`src/rtl/fetch_unit.sv`:
```
// Instruction fetch sequencer: owns the PC, issues word requests to instruction memory
// and buffers returned instructions in an in-order queue for decode.
module fetch_unit #(
    parameter logic [31:0] RESET_PC = 32'h0000_0000,
    parameter int unsigned DEPTH    = 2
) (
    input  logic        clk,
    input  logic        rst_n,
    output logic        imem_req,
    output logic [31:0] imem_addr,
    input  logic        imem_gnt,
    input  logic        imem_rvalid,
    input  logic [31:0] imem_rdata,
    input  logic        redirect,
    input  logic [31:0] redirect_pc,
    output logic        inst_valid,
    output logic [31:0] inst_data,
    output logic [31:0] inst_pc,
    input  logic        inst_ready
);

    localparam int unsigned CW = $clog2(DEPTH + 1);
    localparam int unsigned AW = (DEPTH > 1) ? $clog2(DEPTH) : 1;
    localparam logic [CW+1:0] DEPTH_W = (CW + 2)'(DEPTH);
    localparam logic [AW-1:0] LAST_PTR = AW'(DEPTH - 1);

    logic [31:0]   fetch_pc_q, fetch_pc_d;
    logic [31:0]   q_data_q [DEPTH];
    logic [31:0]   q_pc_q   [DEPTH];
    logic [AW-1:0] q_rd_q, q_rd_d, q_wr_q, q_wr_d;
    logic [CW-1:0] q_cnt_q, q_cnt_d;
    logic [CW-1:0] live_q, live_d;
    logic [CW-1:0] stale_q, stale_d;
    // Addresses of all outstanding requests, live or stale, in issue order
    logic [31:0]   f_pc_q [DEPTH];
    logic [AW-1:0] f_rd_q, f_rd_d, f_wr_q, f_wr_d;

    logic [CW+1:0] in_use;
    logic          issue, rsp_accept, rsp_live, rsp_stale, push, pop;

    function automatic logic [AW-1:0] ptr_inc(input logic [AW-1:0] p);
        if (p == LAST_PTR) begin
            return '0;
        end
        return p + 1'b1;
    endfunction

    assign in_use     = {2'b00, q_cnt_q} + {2'b00, live_q} + {2'b00, stale_q};
    assign imem_req   = rst_n && (in_use < DEPTH_W) && !redirect;
    assign imem_addr  = fetch_pc_q;
    assign issue      = imem_req && imem_gnt;
    // Responses with nothing outstanding are leftovers from before reset
    assign rsp_accept = imem_rvalid && ((live_q != '0) || (stale_q != '0));
    assign rsp_stale  = rsp_accept && (stale_q != '0);
    assign rsp_live   = rsp_accept && (stale_q == '0);
    assign push       = rsp_live && !redirect;
    assign inst_valid = (q_cnt_q != '0) && !redirect;
    assign pop        = inst_valid && inst_ready;
    assign inst_data  = q_data_q[q_rd_q];
    assign inst_pc    = q_pc_q[q_rd_q];

    always_comb begin
        fetch_pc_d = fetch_pc_q;
        q_rd_d     = q_rd_q;
        q_wr_d     = q_wr_q;
        q_cnt_d    = q_cnt_q;
        live_d     = live_q;
        stale_d    = stale_q;
        f_rd_d     = f_rd_q;
        f_wr_d     = f_wr_q;

        if (issue) begin
            fetch_pc_d = fetch_pc_q + 32'd4;
            f_wr_d     = ptr_inc(f_wr_q);
        end
        if (rsp_accept) begin
            f_rd_d = ptr_inc(f_rd_q);
        end

        if (redirect) begin
            fetch_pc_d = {redirect_pc[31:2], 2'b00};
            q_rd_d     = '0;
            q_wr_d     = '0;
            q_cnt_d    = '0;
            live_d     = '0;
            // Everything still in flight, minus a response landing now, must be dropped
            stale_d    = stale_q + live_q - CW'(rsp_accept);
        end else begin
            if (push) begin
                q_wr_d = ptr_inc(q_wr_q);
            end
            if (pop) begin
                q_rd_d = ptr_inc(q_rd_q);
            end
            q_cnt_d = q_cnt_q + CW'(push) - CW'(pop);
            live_d  = live_q + CW'(issue) - CW'(rsp_live);
            if (rsp_stale) begin
                stale_d = stale_q - 1'b1;
            end
        end
    end

    always_ff @(posedge clk or negedge rst_n) begin
        if (!rst_n) begin
            fetch_pc_q <= RESET_PC;
            q_rd_q     <= '0;
            q_wr_q     <= '0;
            q_cnt_q    <= '0;
            live_q     <= '0;
            stale_q    <= '0;
            f_rd_q     <= '0;
            f_wr_q     <= '0;
            for (int unsigned i = 0; i < DEPTH; i++) begin
                q_data_q[i] <= '0;
                q_pc_q[i]   <= '0;
                f_pc_q[i]   <= '0;
            end
        end else begin
            fetch_pc_q <= fetch_pc_d;
            q_rd_q     <= q_rd_d;
            q_wr_q     <= q_wr_d;
            q_cnt_q    <= q_cnt_d;
            live_q     <= live_d;
            stale_q    <= stale_d;
            f_rd_q     <= f_rd_d;
            f_wr_q     <= f_wr_d;
            if (issue) begin
                f_pc_q[f_wr_q] <= fetch_pc_q;
            end
            if (push) begin
                q_data_q[q_wr_q] <= imem_rdata;
                q_pc_q[q_wr_q]   <= f_pc_q[f_rd_q];
            end
        end
    end

endmodule

```
`config.mk`:
```
export PLATFORM = sky130hd
export DESIGN_NAME = fetch_unit
export DESIGN_NICKNAME = d
export VERILOG_FILES = /design/src/rtl/fetch_unit.sv
export SDC_FILE = /design/constraint.sdc
export NUM_CORES = 1
export LEC_CHECK = 0
export ABC_AREA = 1
export ABC_CLOCK_PERIOD_IN_PS = 3100
export BUFFER_PORTS_ARGS = -buffer_cell sky130_fd_sc_hd__buf_2
export CAP_MARGIN = 20
export CORE_MARGIN = 4
export CORE_UTILIZATION = 55
export CTS_CLUSTER_DIAMETER = 60
export DETAILED_ROUTE_END_ITERATION = 8
export GPL_TIMING_DRIVEN = 0
export PLACE_DENSITY = 0.88
export SYNTH_ARGS = -nofsm -noshare
export SYNTH_HDL_FRONTEND = slang
export SYNTH_SLANG_ARGS = --single-unit
```
`constraint.sdc`:
```
create_clock -name clk -period 3.1 [get_ports clk]
set_input_delay 0 -clock clk [delete_from_list [all_inputs] [get_ports clk]]
set_output_delay 0 -clock clk [all_outputs]
set_load 0.005 [all_outputs]
```
==> impl_metrics.csv <==
group,metric,value,unit
outcome,status,"completed",
logic_synthesis,async_flop_share,100,%
clock_tree,cts_made_buffers,24,
clock_tree,cts_tree,"done",
floorplanning,core-area,19700,µm²
logic_synthesis,synth_top_area_share,50.3,%
logic_synthesis,synthCells,1353,
critical_path,cp-end-kind,"flop",
global_routing,grtUsageTotal,28.0,%
placement,io_buffers,161,
logic_synthesis,ys_seq_area_share,50.3,%
logic_synthesis,yosys-top-cells-count,"nand2_1, dfrtp_1, inv_1",
finish,nNetsFinal,1692,
global_routing,grt-ovfl-total,0,
global_routing,grt_pass1_vias,10100,
logic_synthesis,synth.distinct_cells,33,
floorplanning,row_count,51,
pwr,ir_drop,0.510,mV
critical_path,r2r_start,"q_cnt_q[1]",
floorplanning,start_util,56.5,%
critical_path,path_max_fanout,10,
timing,layout_setup_ws,0.0415,ns
flow_run,drv_cap,0,
timing,rsz0062_at_grt,"false",
placement,globalplace.congestion,1.02,
critical_path,cp-start-kind,"flop",
clock_tree,htree_levels,1,
logic_synthesis,netlist_area,11100,µm²
timing,drv_slew,0,
timing,hold_violations,0,
route,vias,10100,
placement,dpl.hpwl,21200,µm
timing,slew-limit-headroom,43.5,%
critical_path,worstPathRequired,3.48,ns
finish,area_growth,24.8,%
logic_synthesis,yosys.area.top_type,"dfrtp_1",
clock_tree,clk_pin_slew_worst_paths,0.06,ns
timing,fin_worst_skew,0.0178,ns
placement,place_ws,0.160,ns
logic_synthesis,syn_area_per_cell,8.24,µm²
floorplanning,chipHeight,150,µm
route,ant_nets,0,
global_routing,grt_max_degree,104,
timing,setup_tns,0,ns
critical_path,r2r_cells,13,
logic_synthesis,synth_ff_type,"dfrtp_1",
floorplanning,dieArea,22600,µm²
logic_synthesis,ys_seq_elements,224,
hold_path,hold_path.class,"in2async",
global_routing,grt_pass1_wl,51000,µm
timing,tightestPinTransition,0.844,ns
route,drtIter0Drc,797,
critical_path,crit_arrival,3.43,ns
pwr,p_leak,7.25,nW
clock_tree,ctsLongestPathBuffers,3,
clock_tree,clock_latency,0.52,ns
timing,fmax,327,MHz
route,routedWlPerCell,16.6,µm
global_routing,antenna_found_initial,1,
finish,antennaDiodeCount,0,
route,drc_errors,0,
logic_synthesis,yosysMostFrequentCell,"nand2_1",
critical_path,rrSetupSlack,0.04,ns
clock_tree,root_buffer,"clkbuf_16",
critical_path,r2r_end,"live_q[1]",
timing,setup_viol,0,
route,dr.pass1.iters,5,
critical_path,crit_type,"reg2reg",
clock_tree,post_cts_buffers,0,
timing,fin_crit_sh,98.7,%
timing,period_needed,3.06,ns
clock_tree,cts_sinks,224,
logic_synthesis,synth-edff-count,0,
route,drt-vias-per-instance,5.34,
floorplanning,die_w,150,µm
pwr,power_density,893,nW/µm²
logic_synthesis,yosys_warnings,0,
route,routed_wl,31500,µm
floorplanning,num_io_pins,168,
logic_synthesis,synthTopCellsByArea,"dfrtp_1, nand2_1, mux2_2",
finish,drive_gt1_share,20.4,%
## where the power goes
part | leakage, nW | total [mW] | internal, mW | switching [mW]
clock | 0.439 | 3.13 | 1.94 | 1.18
sequential | 2.77 | 4.94 | 4.15 | 0.798
combinational | 4.04 | 4.35 | 1.87 | 2.48
total | 7.25 | 12.4 | 7.95 | 4.46
## worst max path at each step
stage                          start         to  slack (ns)  depth (start not counted)
final                     q_cnt_q[1]  live_q[1]        0.04                         13
after CTS                 q_cnt_q[1]  live_q[1]        0.11                         13
after global placement         rst_n  live_q[1]       -2.45                         10
after detailed placement  q_cnt_q[1]  live_q[1]        0.16                         13
after floorplan            live_q[1]  live_q[1]        0.46                         13
after global routing      q_cnt_q[1]  live_q[1]        0.02                         13
## metal layers
layer  track usage [%]  up-vias  wire length, µm
li1                  -     4794                -
met1              36.4     4755            12600
met2              47.9      474            15300
met3              3.94       95             2290
met4              10.6        2             1270
met5                 0        -               13
## placed cells by master (no fill, tap or decap), types with 7 or more instances in the layout
cell type      synthesis  routed
ha_1                  10      10
mux2_2                62      62
xnor2_1                7       7
nand2_1              443     443
clkbuf_1              24      24
buf_4                  7       7
dfrtp_1              224     224
nor2_1                50      49
o21ai_0              132     132
buf_2                 34     194
buf_6                  7       7
nand3_1              131     131
xor2_1                10      10
inv_1                155     155
o21a_1                27      27
clkbuf_16              0      25
dlygate4sd3_1          0      65
clkinv_2               0       7
## cell families after synthesis
group           Yosys count  share of synthesized area [%]
simple gates            637                           23.4
buf+inv                 233                           8.94
flops                   224                           50.3
compound gates          168                           8.39
mux                      62                           6.27
xor+xnor                 17                           1.34
fa+ha+maj                11                           1.30
other cells               1                         0.0337
## final cells by class
class	instances	area, µm²
Fill cell	1445	5810
Sequential cell	224	5610
Multi-Input combinational cell	899	4560
Timing Repair Buffer	229	1540
Clock buffer	31	708
Inverter	159	597
Buffer	74	399
Tap cell	265	332
Clock inverter	13	171
## through the flow
stage                     util (%)  hold WS [ns]  cells  power (mW)  cell area [µm²]
after floorplan                  -        -0.296   1356        7.46            11200
after global placement        62.3         0.211   1782        8.79            12300
after detailed placement      62.7        -0.116   1784        9.07            12400
after CTS                     70.5        0.0346   1894        12.4            13900
after global routing          70.5        0.0670   1894        13.2            13900
final                         70.5        0.0386   1894        12.4            13900
## repair_timing
action / in CTS / in global routing
endpoints found under the setup margin: 0 / 1
hold buffers: 66 / 0
gates resized for setup: 0 / 1
endpoints found under the hold margin: 231 / 0
## sequential cells by signal, indices dropped and copies added, names as in the netlist
signal     cells
f_wr_q         1
q_rd_q         1
q_cnt_q        2
q_pc_q        60
f_rd_q         1
live_q         2
f_pc_q        60
imem_addr     30
q_wr_q         1
stale_q        2
q_data_q      64
## worst max-delay path: stages, from the launching register on
cell      delay, ns
dfrtp_1        0.42
inv_1          0.09
fa_1           0.57
inv_1          0.05
ha_1           0.31
nor2_2         0.16
nand3b_4       0.11
buf_6          0.16
buf_2          0.21
ha_1           0.32
inv_1          0.05
ha_1           0.19
xor2_1         0.21
nor2_1         0.07
Power figures use the tool's default switching activity.
